===== src/rtl/serv_rf_ram_arb_if.sv =====
// Signal bundle between the SERV RAM interface, debug port, arbiter and register-file SRAM.
// The arbiter connects through the slave modport; its environment uses master.
interface serv_rf_ram_arb_if #(
  parameter int width = 8,
  parameter int aw    = 8
);
  logic             i_core_rreq;
  logic             i_core_wreq;
  logic             o_core_rreq;
  logic             o_core_wreq;
  logic [aw-1:0]    i_rf_waddr;
  logic [width-1:0] i_rf_wdata;
  logic             i_rf_wen;
  logic [aw-1:0]    i_rf_raddr;
  logic             i_rf_ren;
  logic [width-1:0] o_rf_rdata;
  logic             i_dbg_req;
  logic             i_dbg_we;
  logic [aw-1:0]    i_dbg_addr;
  logic [width-1:0] i_dbg_wdata;
  logic             o_dbg_gnt;
  logic             o_dbg_ack;
  logic [width-1:0] o_dbg_rdata;
  logic [aw-1:0]    o_ram_waddr;
  logic [width-1:0] o_ram_wdata;
  logic             o_ram_wen;
  logic [aw-1:0]    o_ram_raddr;
  logic             o_ram_ren;
  logic [width-1:0] i_ram_rdata;
  logic             o_init_done;
  logic             o_err;

  modport slave (
    input  i_core_rreq, i_core_wreq,
    output o_core_rreq, o_core_wreq,
    input  i_rf_waddr, i_rf_wdata, i_rf_wen, i_rf_raddr, i_rf_ren,
    output o_rf_rdata,
    input  i_dbg_req, i_dbg_we, i_dbg_addr, i_dbg_wdata,
    output o_dbg_gnt, o_dbg_ack, o_dbg_rdata,
    output o_ram_waddr, o_ram_wdata, o_ram_wen, o_ram_raddr, o_ram_ren,
    input  i_ram_rdata,
    output o_init_done, o_err
  );

  modport master (
    output i_core_rreq, i_core_wreq,
    input  o_core_rreq, o_core_wreq,
    output i_rf_waddr, i_rf_wdata, i_rf_wen, i_rf_raddr, i_rf_ren,
    input  o_rf_rdata,
    output i_dbg_req, i_dbg_we, i_dbg_addr, i_dbg_wdata,
    input  o_dbg_gnt, o_dbg_ack, o_dbg_rdata,
    input  o_ram_waddr, o_ram_wdata, o_ram_wen, o_ram_raddr, o_ram_ren,
    output i_ram_rdata,
    input  o_init_done, o_err
  );
endinterface


===== src/rtl/serv_rf_ram_arb.sv =====
// Shares the register-file SRAM port between SERV bursts, a debug port and a
// post-reset clearing sequencer; core bursts are never interrupted.
module serv_rf_ram_arb #(
  parameter int width      = 8,
  parameter int csr_regs   = 4,
  parameter int aw         = 5 + $clog2(32 + csr_regs) - $clog2(width),
  parameter int CORE_BURST = 40,
  parameter int INIT_EN    = 1
) (
  input logic              i_clk,
  input logic              i_rst,
  serv_rf_ram_arb_if.slave bus
);

  localparam int cw = $clog2(CORE_BURST + 1);
  localparam logic [aw-1:0] LAST_ADDR = '1;
  // The request cycle is the first owned cycle, so the counter only covers the rest.
  localparam logic [cw-1:0] BURST_LOAD = cw'(CORE_BURST - 1);

  typedef enum logic {INIT, RUN} state_t;
  localparam state_t RESET_STATE = (INIT_EN != 0) ? INIT : RUN;

  state_t           state, state_nxt;
  logic [aw-1:0]    init_addr;
  logic [cw-1:0]    cnt;
  logic             pending;
  logic             err;
  logic             ack;
  logic             ack_rd;
  logic [width-1:0] rdata_q;
  logic             core_rreq;
  logic             core_wreq;
  logic             gnt;

  always_ff @(posedge i_clk) begin
    if (i_rst) state <= RESET_STATE;
    else       state <= state_nxt;
  end

  always_comb begin
    state_nxt       = state;
    core_rreq       = 1'b0;
    core_wreq       = 1'b0;
    gnt             = 1'b0;
    bus.o_ram_waddr = bus.i_rf_waddr;
    bus.o_ram_wdata = bus.i_rf_wdata;
    bus.o_ram_wen   = bus.i_rf_wen;
    bus.o_ram_raddr = bus.i_rf_raddr;
    bus.o_ram_ren   = bus.i_rf_ren;
    case (state)
      INIT: begin
        bus.o_ram_wen   = 1'b1;
        bus.o_ram_waddr = init_addr;
        bus.o_ram_wdata = '0;
        bus.o_ram_ren   = 1'b0;
        if (init_addr == LAST_ADDR) state_nxt = RUN;
      end
      RUN: begin
        core_rreq = bus.i_core_rreq | pending;
        core_wreq = bus.i_core_wreq;
        gnt = bus.i_dbg_req & (cnt == '0) & ~core_rreq & ~core_wreq;
        if (gnt && bus.i_dbg_we) begin
          bus.o_ram_wen   = 1'b1;
          bus.o_ram_waddr = bus.i_dbg_addr;
          bus.o_ram_wdata = bus.i_dbg_wdata;
          bus.o_ram_ren   = 1'b0;
        end else if (gnt) begin
          bus.o_ram_ren   = 1'b1;
          bus.o_ram_raddr = bus.i_dbg_addr;
          bus.o_ram_wen   = 1'b0;
        end
      end
      default: ;
    endcase
  end

  // Clearing address, burst ownership, deferred read and debug ack bookkeeping.
  always_ff @(posedge i_clk) begin
    if (i_rst) begin
      init_addr <= '0;
      cnt       <= '0;
      pending   <= 1'b0;
      err       <= 1'b0;
      ack       <= 1'b0;
      ack_rd    <= 1'b0;
      rdata_q   <= '0;
    end else begin
      if (state == INIT) begin
        init_addr <= init_addr + 1'b1;
        if (bus.i_core_rreq) pending <= 1'b1;
        if (bus.i_core_wreq) err <= 1'b1;
      end else begin
        pending <= 1'b0;
        if (core_rreq || core_wreq) cnt <= BURST_LOAD;
        else if (cnt != '0)         cnt <= cnt - 1'b1;
      end
      ack    <= gnt;
      ack_rd <= gnt & ~bus.i_dbg_we;
      if (ack_rd) rdata_q <= bus.i_ram_rdata;
    end
  end

  // Read data is visible in the ack cycle itself and held until the next read.
  assign bus.o_dbg_rdata = ack_rd ? bus.i_ram_rdata : rdata_q;
  assign bus.o_dbg_gnt   = gnt;
  assign bus.o_dbg_ack   = ack;
  assign bus.o_core_rreq = core_rreq;
  assign bus.o_core_wreq = core_wreq;
  assign bus.o_rf_rdata  = bus.i_ram_rdata;
  assign bus.o_init_done = (state == RUN);
  assign bus.o_err       = err;

endmodule


===== src/flat_wrapper.sv =====
// flat-port wrapper written by rule: the top's interface ports become plain ports
module serv_rf_ram_arb_flat 
#(
  parameter int width      = 8,
  parameter int csr_regs   = 4,
  parameter int aw         = 5 + $clog2(32 + csr_regs) - $clog2(width),
  parameter int CORE_BURST = 40,
  parameter int INIT_EN    = 1
)
  (i_clk, i_rst, bus_i_core_rreq, bus_i_core_wreq, bus_o_core_rreq, bus_o_core_wreq, bus_i_rf_waddr, bus_i_rf_wdata, bus_i_rf_wen, bus_i_rf_raddr, bus_i_rf_ren, bus_o_rf_rdata, bus_i_dbg_req, bus_i_dbg_we, bus_i_dbg_addr, bus_i_dbg_wdata, bus_o_dbg_gnt, bus_o_dbg_ack, bus_o_dbg_rdata, bus_o_ram_waddr, bus_o_ram_wdata, bus_o_ram_wen, bus_o_ram_raddr, bus_o_ram_ren, bus_i_ram_rdata, bus_o_init_done, bus_o_err);
  serv_rf_ram_arb_if #(.width(width), .aw(aw)) bus_i ();
  input logic i_clk;
  input logic i_rst;
  input wire logic [$bits(bus_i.i_core_rreq)-1:0] bus_i_core_rreq;
  input wire logic [$bits(bus_i.i_core_wreq)-1:0] bus_i_core_wreq;
  output wire logic [$bits(bus_i.o_core_rreq)-1:0] bus_o_core_rreq;
  output wire logic [$bits(bus_i.o_core_wreq)-1:0] bus_o_core_wreq;
  input wire logic [$bits(bus_i.i_rf_waddr)-1:0] bus_i_rf_waddr;
  input wire logic [$bits(bus_i.i_rf_wdata)-1:0] bus_i_rf_wdata;
  input wire logic [$bits(bus_i.i_rf_wen)-1:0] bus_i_rf_wen;
  input wire logic [$bits(bus_i.i_rf_raddr)-1:0] bus_i_rf_raddr;
  input wire logic [$bits(bus_i.i_rf_ren)-1:0] bus_i_rf_ren;
  output wire logic [$bits(bus_i.o_rf_rdata)-1:0] bus_o_rf_rdata;
  input wire logic [$bits(bus_i.i_dbg_req)-1:0] bus_i_dbg_req;
  input wire logic [$bits(bus_i.i_dbg_we)-1:0] bus_i_dbg_we;
  input wire logic [$bits(bus_i.i_dbg_addr)-1:0] bus_i_dbg_addr;
  input wire logic [$bits(bus_i.i_dbg_wdata)-1:0] bus_i_dbg_wdata;
  output wire logic [$bits(bus_i.o_dbg_gnt)-1:0] bus_o_dbg_gnt;
  output wire logic [$bits(bus_i.o_dbg_ack)-1:0] bus_o_dbg_ack;
  output wire logic [$bits(bus_i.o_dbg_rdata)-1:0] bus_o_dbg_rdata;
  output wire logic [$bits(bus_i.o_ram_waddr)-1:0] bus_o_ram_waddr;
  output wire logic [$bits(bus_i.o_ram_wdata)-1:0] bus_o_ram_wdata;
  output wire logic [$bits(bus_i.o_ram_wen)-1:0] bus_o_ram_wen;
  output wire logic [$bits(bus_i.o_ram_raddr)-1:0] bus_o_ram_raddr;
  output wire logic [$bits(bus_i.o_ram_ren)-1:0] bus_o_ram_ren;
  input wire logic [$bits(bus_i.i_ram_rdata)-1:0] bus_i_ram_rdata;
  output wire logic [$bits(bus_i.o_init_done)-1:0] bus_o_init_done;
  output wire logic [$bits(bus_i.o_err)-1:0] bus_o_err;
  assign bus_i.i_core_rreq = bus_i_core_rreq;
  assign bus_i.i_core_wreq = bus_i_core_wreq;
  assign bus_o_core_rreq = bus_i.o_core_rreq;
  assign bus_o_core_wreq = bus_i.o_core_wreq;
  assign bus_i.i_rf_waddr = bus_i_rf_waddr;
  assign bus_i.i_rf_wdata = bus_i_rf_wdata;
  assign bus_i.i_rf_wen = bus_i_rf_wen;
  assign bus_i.i_rf_raddr = bus_i_rf_raddr;
  assign bus_i.i_rf_ren = bus_i_rf_ren;
  assign bus_o_rf_rdata = bus_i.o_rf_rdata;
  assign bus_i.i_dbg_req = bus_i_dbg_req;
  assign bus_i.i_dbg_we = bus_i_dbg_we;
  assign bus_i.i_dbg_addr = bus_i_dbg_addr;
  assign bus_i.i_dbg_wdata = bus_i_dbg_wdata;
  assign bus_o_dbg_gnt = bus_i.o_dbg_gnt;
  assign bus_o_dbg_ack = bus_i.o_dbg_ack;
  assign bus_o_dbg_rdata = bus_i.o_dbg_rdata;
  assign bus_o_ram_waddr = bus_i.o_ram_waddr;
  assign bus_o_ram_wdata = bus_i.o_ram_wdata;
  assign bus_o_ram_wen = bus_i.o_ram_wen;
  assign bus_o_ram_raddr = bus_i.o_ram_raddr;
  assign bus_o_ram_ren = bus_i.o_ram_ren;
  assign bus_i.i_ram_rdata = bus_i_ram_rdata;
  assign bus_o_init_done = bus_i.o_init_done;
  assign bus_o_err = bus_i.o_err;
  serv_rf_ram_arb #(.width(width), .csr_regs(csr_regs), .aw(aw), .CORE_BURST(CORE_BURST), .INIT_EN(INIT_EN)) u_core (.i_clk(i_clk), .i_rst(i_rst), .bus(bus_i));
endmodule

===== config.mk =====
export PLATFORM = sky130hd
export DESIGN_NAME = serv_rf_ram_arb_flat
export DESIGN_NICKNAME = d
export VERILOG_FILES = /design/src/rtl/serv_rf_ram_arb_if.sv /design/src/rtl/serv_rf_ram_arb.sv /design/src/flat_wrapper.sv
export SDC_FILE = /design/constraint.sdc
export NUM_CORES = 1
export LEC_CHECK = 0
export BUFFER_PORTS_ARGS = -buffer_cell sky130_fd_sc_hd__buf_2
export CAP_MARGIN = 20
export CORE_ASPECT_RATIO = 1.4
export CORE_MARGIN = 3
export CORE_UTILIZATION = 39
export DETAILED_ROUTE_END_ITERATION = 10
export PLACE_DENSITY = 0.79
export SLEW_MARGIN = 20
export SYNTH_ARGS = -nofsm -noshare
export SYNTH_HDL_FRONTEND = slang
export SYNTH_SLANG_ARGS = --single-unit

===== constraint.sdc =====
create_clock -name i_clk -period 1.9 [get_ports i_clk]
set_input_delay 0.38 -clock i_clk [delete_from_list [all_inputs] [get_ports i_clk]]
set_output_delay 0.38 -clock i_clk [all_outputs]
set_load 0.005 [all_outputs]

==> impl_metrics.toml <==
[run_status]
status = "finished with violations"
violations = "negative setup slack"

[placement]
post-place-cells = 341
gp_congestion = 0.853
post-place-ws_ns = -0.269
dpl_cell_area_sq_mm = 0.00231
port_buffers = 103
hpwlAfterDp_mm = 3.43

[drt]
routed_via_density = 5.36
wl_per_cell_um = 14.2
dr_total_vias = 1897
detail-route-antenna-nets = 0
wl_mm = 5.04
drc = 0
firstDrtPassIters = 4
drtIter0Drc = 59

[yosys]
yosys_warnings = 0
synthCells = 197
avgSynthCellArea_sq_um = 8.45
synthesis.nets = 255
syn_area_sq_mm = 0.00166
ys_types = 40
ys_ff_latch = 27
yosysSeqAreaShare = 0.325

[worst_setup_path]
cp_top_family = "simple AND/OR/NAND/NOR gates"
crit_path_top_delay_cell = "dfxtp_2"
rr_worst_depth = 5
crit_required_ns = 1.52
path_cells = "nor4_4, nand4_1, nor3_4, buf_12, mux2_4, buf_6"
end_kind = "output port"
rr_endpoint = "u_core.cnt[5]"
cp_num_buf_inv = 2
cp.depth = 6
slowest_delay_ns = 0.34
arrival_ns = 1.88
cp-start-kind = "register"
path_class = "register to output port"
critPathMaxFanout = 8
worstReg2RegStart = "u_core.cnt[2]"
r2r_slack_ns = 0.22

[timing]
worstMarginPinSlew_ns = 0.482
finalHoldWorstSlack_ns = 0.383
fin_ws_ns = -0.363
period_share = 1.19
period_needed_ns = 2.26
skew_ns = 0.00577
slew_viol_final = 0
tns_ns = -8.05
max_freq_mhz = 442
finalHoldViolations = 0
setup_viol = 27
max_slew_margin = 0.679
rsz0062_at_grt = "true"

[global_routing]
grt-ovfl-total = 0
antenna_found_initial = 0
grt_max_degree = 41
grt_pass1_vias = 1939
grtUsageTotal = 0.206
grt_pass1_wl_mm = 8.37

[floorplanning]
initial_core_util = 0.414
rows = 27
dieWidth_um = 61.2
die_height_um = 83.3
ios = 104
design.die.area_sq_mm = 0.00510
core_sq_mm = 0.00402

[hold_path]
whs_endpoint = "u_core.ack_rd"
min_from = "bus_i_dbg_we"
min_path_cells = 2
hp-class = "input port to register"

[final_layout]
nets = 370
fin_cells = 354
antenna_cells = 0
drive_above_1_share = 0.576
fin_util = 0.657
areaGrowthSynthToFinish_pct = 58.8
final_area_sq_mm = 0.00264

[clock_network]
clk_latency_ns = 0.27
cts_hold_buf = 0
cts.sinks = 27
ctsLongestPathBuffers = 2
clk_pin_slew_worst_paths_ns = 0.09
cts_buffers = 3
cts_tree = "yes"
h-tree-depth = 1
cts-root-buf = "clkbuf_8"

[pwr]
powerDensity_mw_per_mm2 = 424
ir_drop_v = 0.000230
power.total_mw = 1.12
p_leak_nw = 1.30

[flow_run]
maxCapViolCount = 0
## layout make-up
type	instances	area [sq um]
clock buffers	3	41.3
clock inverters	1	5.00
fillers	309	1380
inverters	10	37.5
multi-input cells	141	1150
flip-flops and latches	27	546
well taps	43	53.8
repair buffers	129	812
## cells in the final DEF, fill, tap and decap left out, types with 2 or more instances in the layout
master     n
a22oi_1    2
or3_1      2
mux2_2     8
nor2b_1    9
dfxtp_1   23
a21oi_1    4
nand2_1   12
buf_6      9
buf_2     97
xnor2_1    7
a211oi_1   4
buf_16     2
nor3_1     3
nand3_2    5
inv_2      3
mux2i_1    9
nand3_1    6
nand3_4    2
buf_4     20
inv_1      7
dfxtp_2    4
nor2_1    25
clkbuf_8   3
nand4_1    3
xor2_1     2
mux2_4     8
and3_1     2
o221ai_2   7
## worst max path at each step
| stage | start | to | slack [ns] |
|---|---|---|---|
| after floorplan | u_core.cnt[0] | bus_o_ram_wdata[4] | -0.14 |
| after global placement | bus_i_core_rreq | bus_o_ram_raddr[5] | -0.24 |
| after detailed placement | bus_i_core_rreq | bus_o_ram_raddr[5] | -0.27 |
| after CTS | u_core.cnt[5] | bus_o_ram_raddr[7] | -0.41 |
| after global routing | u_core.cnt[1] | bus_o_ram_wdata[3] | -0.49 |
| final | u_core.cnt[5] | bus_o_ram_raddr[5] | -0.36 |
## cell usage after synthesis (all sizes together)
library cell  number  area [sq um]
dfxtp             27           541
nor2              26          97.6
mux2              16           180
nand2             13          48.8
nand3             13          65.1
buf               12          76.3
inv               10          37.5
mux2i              9          90.1
nor2b              9          56.3
clkbuf             7          26.3
o221ai             7          61.3
xnor2              7          61.3
nor3               5          36.3
a211oi             4          30.0
a21oi              4          20.0
nand4              4          31.3
a22oi              2          15.0
and3               2          12.5
ha                 2          25.0
nor4               2          27.5
or3                2          12.5
xor2               2          17.5
a21o               1          7.51
a31oi              1          6.26
and2               1          6.26
and4b              1          10.0
nand2b             1          6.26
nor4b              1          15.0
o2111ai            1          8.76
o211ai             1          7.51
o21ai              1          5.00
o41ai              1          8.76
or2                1          6.26
or4                1          7.51
## registers in the layout, summed over array words and instances, names as in the netlist
signal                  flops
u_core.init_addr            8
u_core.rdata_q              8
u_core.cnt                  6
u_core.ack_rd               1
u_core.bus.o_dbg_ack        1
u_core.bus.o_err            1
u_core.bus.o_init_done      1
u_core.pending              1
## cell families (layout without fill, tap and decap cells)
group	count (synthesis)	count (layout)	synth area share
AND/OR/NAND/NOR	82	82	0.264
buffers and inverters	29	143	0.0842
flip-flops	27	27	0.325
multiplexers	25	25	0.162
AO/OA/AOI/OAI	23	23	0.102
XOR/XNOR	9	9	0.0474
adder cells (fa/ha/maj)	2	2	0.0150
## metal layers
metal  vias up  part of all wire  track usage
li1        925                 -            -
met1       862              0.39        0.246
met2       105              0.52        0.359
met3         5             0.078       0.0187
met4         0             0.011       0.0809
met5         -                 0            0
## where the power goes
part	internal, mW	switching (mW)
Sequential	0.574	0.00924
Combinational	0.117	0.0894
Clock	0.147	0.183
Total	0.838	0.282
## what timing repair did
action,in CTS,in global routing
setup endpoints to repair,27,27
resized for setup,31,11
pin swaps,16,8
setup buffers,8,1
gates cloned,3,0
(Power assumes the default switching activity.)
